--- src/rtl/branch_resolve_ctrl_pkg.sv ---
// Shared definitions for the branch-compare sequencer: state encoding,
// operand widths and the RS zero-extension helper.
package branch_resolve_ctrl_pkg;

  localparam int DATA_W      = 32;
  localparam int RS_W        = 5;
  localparam int ADDR_W      = 5;
  localparam int OPC_W       = 20;
  localparam int OPC_CMP_BIT = 14;

  localparam logic [1:0] ST_IDLE    = 2'd0;
  localparam logic [1:0] ST_RD_REQ  = 2'd1;
  localparam logic [1:0] ST_WAIT    = 2'd2;
  localparam logic [1:0] ST_RESOLVE = 2'd3;

  typedef enum logic [1:0] {
    S_IDLE    = ST_IDLE,
    S_RD_REQ  = ST_RD_REQ,
    S_WAIT    = ST_WAIT,
    S_RESOLVE = ST_RESOLVE
  } state_e;

  // RS is an unsigned 5-bit immediate; widen it to the register data width.
  function automatic logic [DATA_W-1:0] zext_rs(input logic [RS_W-1:0] rs);
    return {{(DATA_W-RS_W){1'b0}}, rs};
  endfunction

endpackage

--- src/rtl/branch_resolve_ctrl_cmp.sv ---
// Combinational equality of the zero-extended RS value against a
// register-file word.
module branch_cmp
  import branch_resolve_ctrl_pkg::*;
(
  input  logic [RS_W-1:0]   rs,
  input  logic [DATA_W-1:0] data,
  output logic              eq
);

  // Upper 27 bits of the word must be zero for a match.
  assign eq = (zext_rs(rs) == data);

endmodule

--- src/rtl/branch_resolve_ctrl.sv ---
// Branch resolution sequencer: accepts one branch from decode, optionally
// reads the compare operand from the register file, and produces a
// one-cycle resolution with redirect/flush plus taken/not-taken statistics.
module branch_resolve_ctrl
  import branch_resolve_ctrl_pkg::*;
#(
  parameter int TIMEOUT = 8,
  parameter int CNT_W   = 16
) (
  input  logic               clk,
  input  logic               rst,
  input  logic               br_valid,
  output logic               br_ready,
  input  logic [OPC_W-1:0]   opc_in,
  input  logic [RS_W-1:0]    rs_val,
  input  logic [ADDR_W-1:0]  rf_addr,
  input  logic [DATA_W-1:0]  target_in,
  output logic               rf_rd_en,
  output logic [ADDR_W-1:0]  rf_rd_addr,
  input  logic               rf_rd_valid,
  input  logic [DATA_W-1:0]  rf_rd_data,
  output logic               res_valid,
  output logic               res_taken,
  output logic               pc_redirect,
  output logic [DATA_W-1:0]  pc_target,
  output logic               flush,
  output logic               stall,
  output logic               err_timeout,
  output logic [CNT_W-1:0]   taken_cnt,
  output logic [CNT_W-1:0]   ntaken_cnt
);

  localparam int WCNT_W = (TIMEOUT > 1) ? $clog2(TIMEOUT) : 1;
  localparam logic [WCNT_W-1:0] WAIT_LAST = WCNT_W'(TIMEOUT - 1);

  state_e              state_q, state_d;
  logic [OPC_W-1:0]    opc_q, opc_d;
  logic [RS_W-1:0]     rs_q, rs_d;
  logic [ADDR_W-1:0]   addr_q, addr_d;
  logic [DATA_W-1:0]   target_q, target_d;
  logic                taken_q, taken_d;
  logic                tmo_q, tmo_d;
  logic [WCNT_W-1:0]   wcnt_q, wcnt_d;
  logic [CNT_W-1:0]    taken_cnt_q, taken_cnt_d;
  logic [CNT_W-1:0]    ntaken_cnt_q, ntaken_cnt_d;
  logic                rs_match;
  logic                opc_unused;

  function automatic logic [CNT_W-1:0] sat_inc(input logic [CNT_W-1:0] v);
    return (&v) ? v : v + 1'b1;
  endfunction

  // Only the compare bit steers control; the rest of the opcode is kept
  // for completeness of the latched branch record.
  assign opc_unused = ^opc_q;

  branch_cmp u_cmp (
    .rs   (rs_q),
    .data (rf_rd_data),
    .eq   (rs_match)
  );

  // Next-state and latched-field update for the four-state sequencer.
  always_comb begin
    state_d      = state_q;
    opc_d        = opc_q;
    rs_d         = rs_q;
    addr_d       = addr_q;
    target_d     = target_q;
    taken_d      = taken_q;
    tmo_d        = tmo_q;
    wcnt_d       = wcnt_q;
    taken_cnt_d  = taken_cnt_q;
    ntaken_cnt_d = ntaken_cnt_q;
    case (state_q)
      S_IDLE: begin
        if (br_valid) begin
          opc_d    = opc_in;
          rs_d     = rs_val;
          addr_d   = rf_addr;
          target_d = target_in;
          taken_d  = 1'b0;
          tmo_d    = 1'b0;
          state_d  = opc_in[OPC_CMP_BIT] ? S_RD_REQ : S_RESOLVE;
        end
      end
      S_RD_REQ: begin
        wcnt_d  = '0;
        state_d = S_WAIT;
      end
      S_WAIT: begin
        // A response on the final wait cycle still resolves normally.
        if (rf_rd_valid) begin
          taken_d = rs_match;
          state_d = S_RESOLVE;
        end else if (wcnt_q == WAIT_LAST) begin
          taken_d = 1'b0;
          tmo_d   = 1'b1;
          state_d = S_RESOLVE;
        end else begin
          wcnt_d = wcnt_q + 1'b1;
        end
      end
      S_RESOLVE: begin
        if (taken_q) taken_cnt_d  = sat_inc(taken_cnt_q);
        else         ntaken_cnt_d = sat_inc(ntaken_cnt_q);
        state_d = S_IDLE;
      end
      default: state_d = S_IDLE;
    endcase
  end

  // State and latched-field registers; reset abandons any branch in flight.
  always_ff @(posedge clk) begin
    if (rst) begin
      state_q      <= S_IDLE;
      opc_q        <= '0;
      rs_q         <= '0;
      addr_q       <= '0;
      target_q     <= '0;
      taken_q      <= 1'b0;
      tmo_q        <= 1'b0;
      wcnt_q       <= '0;
      taken_cnt_q  <= '0;
      ntaken_cnt_q <= '0;
    end else begin
      state_q      <= state_d;
      opc_q        <= opc_d;
      rs_q         <= rs_d;
      addr_q       <= addr_d;
      target_q     <= target_d;
      taken_q      <= taken_d;
      tmo_q        <= tmo_d;
      wcnt_q       <= wcnt_d;
      taken_cnt_q  <= taken_cnt_d;
      ntaken_cnt_q <= ntaken_cnt_d;
    end
  end

  // Outputs decode registered state only; ready is held low during reset.
  assign br_ready    = (state_q == S_IDLE) && !rst;
  assign stall       = (state_q != S_IDLE);
  assign rf_rd_en    = (state_q == S_RD_REQ);
  assign rf_rd_addr  = addr_q;
  assign res_valid   = (state_q == S_RESOLVE);
  assign res_taken   = res_valid && taken_q;
  assign pc_redirect = res_taken;
  assign flush       = pc_redirect;
  assign pc_target   = pc_redirect ? target_q : '0;
  assign err_timeout = res_valid && tmo_q;
  assign taken_cnt   = taken_cnt_q;
  assign ntaken_cnt  = ntaken_cnt_q;

endmodule

--- config.mk ---
export PLATFORM = sky130hd
export DESIGN_NAME = branch_resolve_ctrl
export DESIGN_NICKNAME = d
export VERILOG_FILES = /design/src/rtl/branch_resolve_ctrl_pkg.sv /design/src/rtl/branch_resolve_ctrl_cmp.sv /design/src/rtl/branch_resolve_ctrl.sv
export SDC_FILE = /design/constraint.sdc
export NUM_CORES = 1
export LEC_CHECK = 0
export CAP_MARGIN = 20
export CORE_ASPECT_RATIO = 0.75
export CORE_UTILIZATION = 46
export CTS_BUF_LIST = sky130_fd_sc_hd__clkbuf_2
export CTS_CLUSTER_DIAMETER = 50
export CTS_CLUSTER_SIZE = 28
export DETAILED_ROUTE_END_ITERATION = 10
export PLACE_DENSITY_LB_ADDON = 0.15
export REMOVE_ABC_BUFFERS = 1
export SYNTH_ARGS = -nofsm -noshare
export SYNTH_HDL_FRONTEND = slang
export SYNTH_SLANG_ARGS = --single-unit
--- constraint.sdc ---
create_clock -name clk -period 4.63 [get_ports clk]
set_input_delay 0.926 -clock clk [delete_from_list [all_inputs] [get_ports clk]]
set_output_delay 0.926 -clock clk [all_outputs]
set_load 0.01 [all_outputs]
=== After elaboration in Yosys (flattened, before gate mapping) ===
Index checks and enable logic that the tools add are counted.

* Add/subtract/negate cells: 3
* Equal/unequal tests: 10
* Muxes and demuxes: 16
* Bitwise logic cells: 3
* Reductions and logical operators: 17

{| class="wikitable"
|+ Operators by type and width
! operator !! count
|-
| $add A16 B1 Y16 const B || 2
|-
| $eq A5 B32 Y1 || 1
|-
| $mux W32 || 1
|-
| $reduce_and A16 Y1 || 2
|-
| $reduce_and A3 Y1 || 4
|-
| $mux W2 || 4
|-
| $ne A2 B2 Y1 const B || 4
|-
| $pmux W2 S4 || 1
|-
| $mux W3 || 2
|-
| $pmux W3 S2 || 1
|-
| $reduce_bool A2 Y1 || 3
|-
| $mux W1 || 5
|-
| $eq A2 B2 Y1 const B || 2
|-
| $pmux W1 S2 || 2
|-
| $reduce_and A2 Y1 || 2
|-
| $reduce_and A4 Y1 || 1
|-
| $add A3 B1 Y3 const B || 1
|-
| $eq A3 B3 Y1 const B || 1
|-
| $logic_and A1 B1 Y1 || 3
|-
| $ne A3 B3 Y1 const B || 1
|-
| $not A1 Y1 || 3
|-
| $eq A2 B1 Y1 const B || 1
|-
| $logic_not A2 Y1 || 1
|-
| $logic_not A1 Y1 || 1
|}

* Register bits after elaboration: 81
* Input port bits: 98
* Output and inout port bits: 77
* Logic and storage cells: 58

=== Logic depth before layout (Yosys ltp) ===
* Depth in word-level cells: 4
* Depth in mapped cells: 7
* Depth with buffers taken out: 6

=== Cells and area by module ===
Synthesis repeated with hierarchy kept, for this count alone.

* Cell total of the unflattened synthesis: 499
* Area total of the unflattened synthesis: 4000.1 µm²

{| class="wikitable"
|+ Modules (own cells, without submodules)
! module !! times used !! cells an instance !! area each (µm²) !! seq. area each (µm²)
|-
| branch_resolve_ctrl || 1 || 483 || 3860.0 || 1621.6
|-
| branch_cmp || 1 || 16 || 140.1 || 0.0
|}

=== Worst setup path after synthesis ===
Ideal clock, no wire load.

* Kind: input-to-output
* Start point: input rst
* End point: output br_ready
* Data arrival time: 1564 ps
* Data required time: 3704 ps
* Path slack: 2140 ps
* Cell stages on the path: 3
* Path buffers: 2
* Cell sequence: clkbuf_1 -> clkbuf_1 -> nor2_1

* Longest elaborated chain between the ends: 2

{| class="wikitable"
|+ Ends and longest elaborated chain
! item !! line !! text
|-
| start: declaration || branch_resolve_ctrl.sv:11 || <nowiki>input logic rst,</nowiki>
|-
| $logic_not A1 Y1 || branch_resolve_ctrl.sv:141 || <nowiki>assign br_ready = (state_q == S_IDLE) && !rst;</nowiki>
|-
| $logic_and A1 B1 Y1 || branch_resolve_ctrl.sv:141 ||
|-
| end: declaration || branch_resolve_ctrl.sv:13 || <nowiki>output logic br_ready,</nowiki>
|}

Every way passes these cells.

=== Worst setup path after layout ===
* Start point: register state_q[0]
* End point: output pc_target[15]

* Longest elaborated chain between the ends: 3

{| class="wikitable"
|+ Ends and longest elaborated chain
! item !! line !! text
|-
| start: declaration || branch_resolve_ctrl.sv:36 || <nowiki>state_e state_q, state_d;</nowiki>
|-
| start signal: assignment || branch_resolve_ctrl.sv:127 || <nowiki>state_q <= state_d;</nowiki>
|-
| $eq A2 B2 Y1 || branch_resolve_ctrl.sv:145 || <nowiki>assign res_valid = (state_q == S_RESOLVE);</nowiki>
|-
| $logic_and A1 B1 Y1 || branch_resolve_ctrl.sv:146 || <nowiki>assign res_taken = res_valid && taken_q;</nowiki>
|-
| $mux W32 || branch_resolve_ctrl.sv:149 || <nowiki>assign pc_target = pc_redirect ? target_q : '0;</nowiki>
|-
| end: declaration || branch_resolve_ctrl.sv:25 || <nowiki>output logic [DATA_W-1:0] pc_target,</nowiki>
|}

Every way passes these cells.

==> Implementation_results.wiki <==
{| class="wikitable"
! Metric !! Value
|-
| Run status || complete, no violations
|-
| Worst Path Arrival || between 2000 and 3000 ps
|-
| Count of buffers from port buffering || 155
|-
| Vert. Die Dim || between 80 and 90 um
|-
| Wire length of the first global-routing pass || approximately 18 mm
|-
| Final routed DRC violation total || 0
|-
| Post-route ant nets || 0
|-
| Critical path capture point type || output port
|-
| FF-to-FF Start || state_q[0]
|-
| Vias || 4121
|-
| Chain of cells forming the critical path || ha_1 > buf_4 > and3_1 > clkdlybuf4s50_1
|-
| Initial core utilization || approximately half
|-
| Routed WL per cell || 14.8 um
|-
| Detailed Route Iter0 Violations || 333
|-
| Clock insertion delay at the later pin of the skew report || around 520 ps
|-
| Largest net degree at the start of global routing || 88
|-
| Total power divided by cell area || between 200 and 300 nW/um2
|-
| Number of buffers and inverters on the critical path || 2
|-
| Dominant delay contributor by cell family on the critical path || buffers and inverters
|-
| Worst Path Class, Setup || flip-flop to output port
|-
| Slew Limit Fails || 0
|-
| Max incr delay on CP || around 550 ps
|-
| Max VDD drop || approximately 0.22 mV
|-
| Startpoint kind of the worst setup timing path || flip-flop
|-
| Worst Reg-to-Reg Cells || 6
|-
| Core Region || 8020 um2
|-
| Die outline area || 8770 um2
|-
| Switching part of the total || 32.6%
|-
| Synth async-reset ratio || 0%
|-
| Slew @ Worst Pin || about 910 ps
|-
| Static leakage || 0.00203 uW
|-
| Fraction of power consumed by sequential logic || 50.5%
|-
| Aggregate routed wire length || roughly 11 mm
|-
| Fraction of final layout cells with drive strength greater than 1 || around 5.5%
|-
| Worst Hold Launch || target_q[4]
|-
| Worst slew slack as a fraction of its limit || around two fifths
|-
| Clock Tree Root || clkbuf_2
|-
| Synth Register Bits || between 80 and 90
|-
| Number of enable flip-flop cells after synthesis || 0
|-
| Setup repair after global routing missed its margin || no
|-
| Max Buffers Root-to-Sink || 2
|-
| Antenna violations before repair || 0
|-
| Synth Area per Inst || just under 8 um2
|-
| Setup bufs post-CTS || 0
|-
| Hold Path Sink || target_q[4]
|-
| Final core area utilization || a little over two thirds
|-
| Area growth syn-to-layout || 44.2%
|-
| Chip width || roughly 110 um
|-
| Worst endpoint required time || approximately 3700 ps
|-
| Total global-route track usage || between 20% and 30%
|-
| Post_cts resized || 0
|-
| Detailed-routing wirelength on met1 || between 4 and 5 mm
|-
| Worst path slowest cell || clkdlybuf4s50_1
|-
| Clock tree from TritonCTS || yes
|-
| Clk sinks || between 80 and 90
|-
| Post-CTS Hold Buffers || 0
|-
| Synthesized netlist cell count || about 500
|-
| Part of the power in combinational logic || between 20% and 30%
|-
| Placed wire-length estimate || between 7 and 8 mm
|-
| Uppermost layer routed || met4
|-
| Warning count from the yosys run || 0
|-
| Length of routed met2 wiring || about 5.3 mm
|-
| Dominant register cell in the synthesized netlist || dfxtp_1
|-
| Slack of the worst reg-to-reg path || ~1500 ps
|-
| Max FO, Critical Path || 24
|-
| Reg-to-reg critical path endpoint || ntaken_cnt[15]
|-
| FILL cells || approximately 680
|-
| Highest-count cells in the layout ignoring fill and taps || clkdlybuf4s50_1, nand2_1, dfxtp_1
|-
| Final Hold Fails || 0
|-
| Hold depth || 2
|-
| Post-synthesis cell type count || between 40 and 50
|-
| Clock group share of total power || between 20% and 30%
|-
| Number of inserted diodes || 0
|-
| Total global routing overflow || 0
|-
| Summed instance area of the synthesized netlist || 3860 um2
|-
| CTS H-Tree Depth || 3
|-
| Endpoints failing setup || 0
|-
| Placer congestion estimate || approximately 0.80
|-
| Clock transition at the registers of the reported paths || 200 ps
|-
| Worst min-delay path category || flip-flop to flip-flop
|-
| Min Clock Period, post-route || about 3500 ps
|-
| Router iterations before antenna repair || 4
|-
| Most common cell after layout, fill and taps aside || clkdlybuf4s50_1
|-
| Via count of the first global-routing pass || 3710
|-
| Internal power contribution || between 1000 and 1500 uW
|-
| Site row count || 28
|-
| Maximum clock rate || about 290 MHz
|-
| Inserted Clock Buffers || 9
|-
| Amount of wire on met3 after detailed routing || approximately 730 um
|-
| Post-synthesis sequential area ratio || approximately two fifths
|-
| Number of maximum-capacitance constraint violations || 0
|-
| Final Skew || around 15 ps
|-
| Period Utilization, post-route || between 70% and 80%
|-
| Per-cell via count in the routed design || 5.57
|-
| Setup Total Neg Slack || 0 ps
|-
| Final-stage net count || 737
|-
| Total net switching power || roughly 530 uW
|-
| IO Count || about 180
|}
==> state kept, by name (all words and copies together), names as in the netlist <==
| signal | count |
|---|---|
| target_q | 32 |
| ntaken_cnt | 16 |
| taken_cnt | 16 |
| rf_rd_addr | 5 |
| rs_q | 5 |
| wcnt_q | 3 |
| state_q | 2 |
| taken_q | 1 |
| tmo_q | 1 |
==> Yosys cell counts (7+ instances only) <==
library cell	number	area share, %
nor3_1	7	0.91
or3_1	11	1.8
nand3_1	14	1.8
ha_1	9	2.9
clkbuf_1	25	2.4
and3_1	33	5.3
nor4_1	14	2.3
a21oi_1	67	8.7
nand2_1	100	9.7
o21ai_0	12	1.6
nor2_1	17	1.7
o31ai_1	9	1.7
inv_1	9	0.87
nand4_1	11	1.8
or4_1	10	1.9
dfxtp_1	81	42
==> how the worst max path moves through the flow <==
stage,end,start,depth (start not counted),slack [ps]
6_report,pc_target[15],state_q[0],4,1150
5_1_grt,pc_target[20],state_q[1],4,990
4_1_cts,pc_target[17],state_q[1],4,1110
3_5_place_dp,ntaken_cnt[15],state_q[1],6,1640
3_3_place_gp,ntaken_cnt[15],state_q[0],6,1740
2_1_floorplan,ntaken_cnt[15],state_q[0],5,1980
==> worst min-delay path, delay by kind of cell, from the launching register on <==
| kind | cells | cell delay, ps |
|---|---|---|
| AOI/OAI and AO/OA | 1 | 50 |
| DFF | 1 | 350 |
| and+or+nand+nor | 1 | 50 |
==> routing by layer <==
metal	up-vias	track usage [%]
met4	0	7.26
met3	8	6.34
met2	141	43.1
met5	-	0
li1	2028	-
met1	1944	31.8
==> stage by stage <==
stage	setup slack, ps	std cells	hold WS (ps)	area [um2]	total power (uW)
2_1_floorplan	1980	458	426	3740	1070
3_3_place_gp	1740	723	437	5460	1270
3_5_place_dp	1640	724	443	5460	1290
4_1_cts	1110	740	466	5570	1650
5_1_grt	989	740	479	5570	1730
6_report	1150	740	465	5570	1630
==> power by group through the flow <==
stage / logic, uW / registers (uW) / clock network, uW
after floorplan: 240 / 831 / 0
after global placement: 438 / 832 / 0
after detailed placement: 451 / 839 / 0
after CTS: 453 / 824 / 372
after global routing: 503 / 835 / 394
final: 450 / 825 / 358
==> cell type report <==
cell class | count | area [um2] | area share, %
repair buffers | 161 | 1590 | 28.5
clock buffers | 9 | 45.0 | 0.809
well taps | 105 | 131 | 2.36
multi-input cells | 368 | 2080 | 37.4
flip-flops and latches | 81 | 1620 | 29.1
inverters | 9 | 33.8 | 0.607
clock inverters | 7 | 61.3 | 1.10
==> cells by family after synthesis <==
kind of cell,synth area share [%]
fa+ha+maj,2.92
compound gates,15.1
buf+inv,4.02
mux,2.27
simple gates,32.6
xor+xnor,1.13
flops,42.0
(Power assumes the default switching activity.)
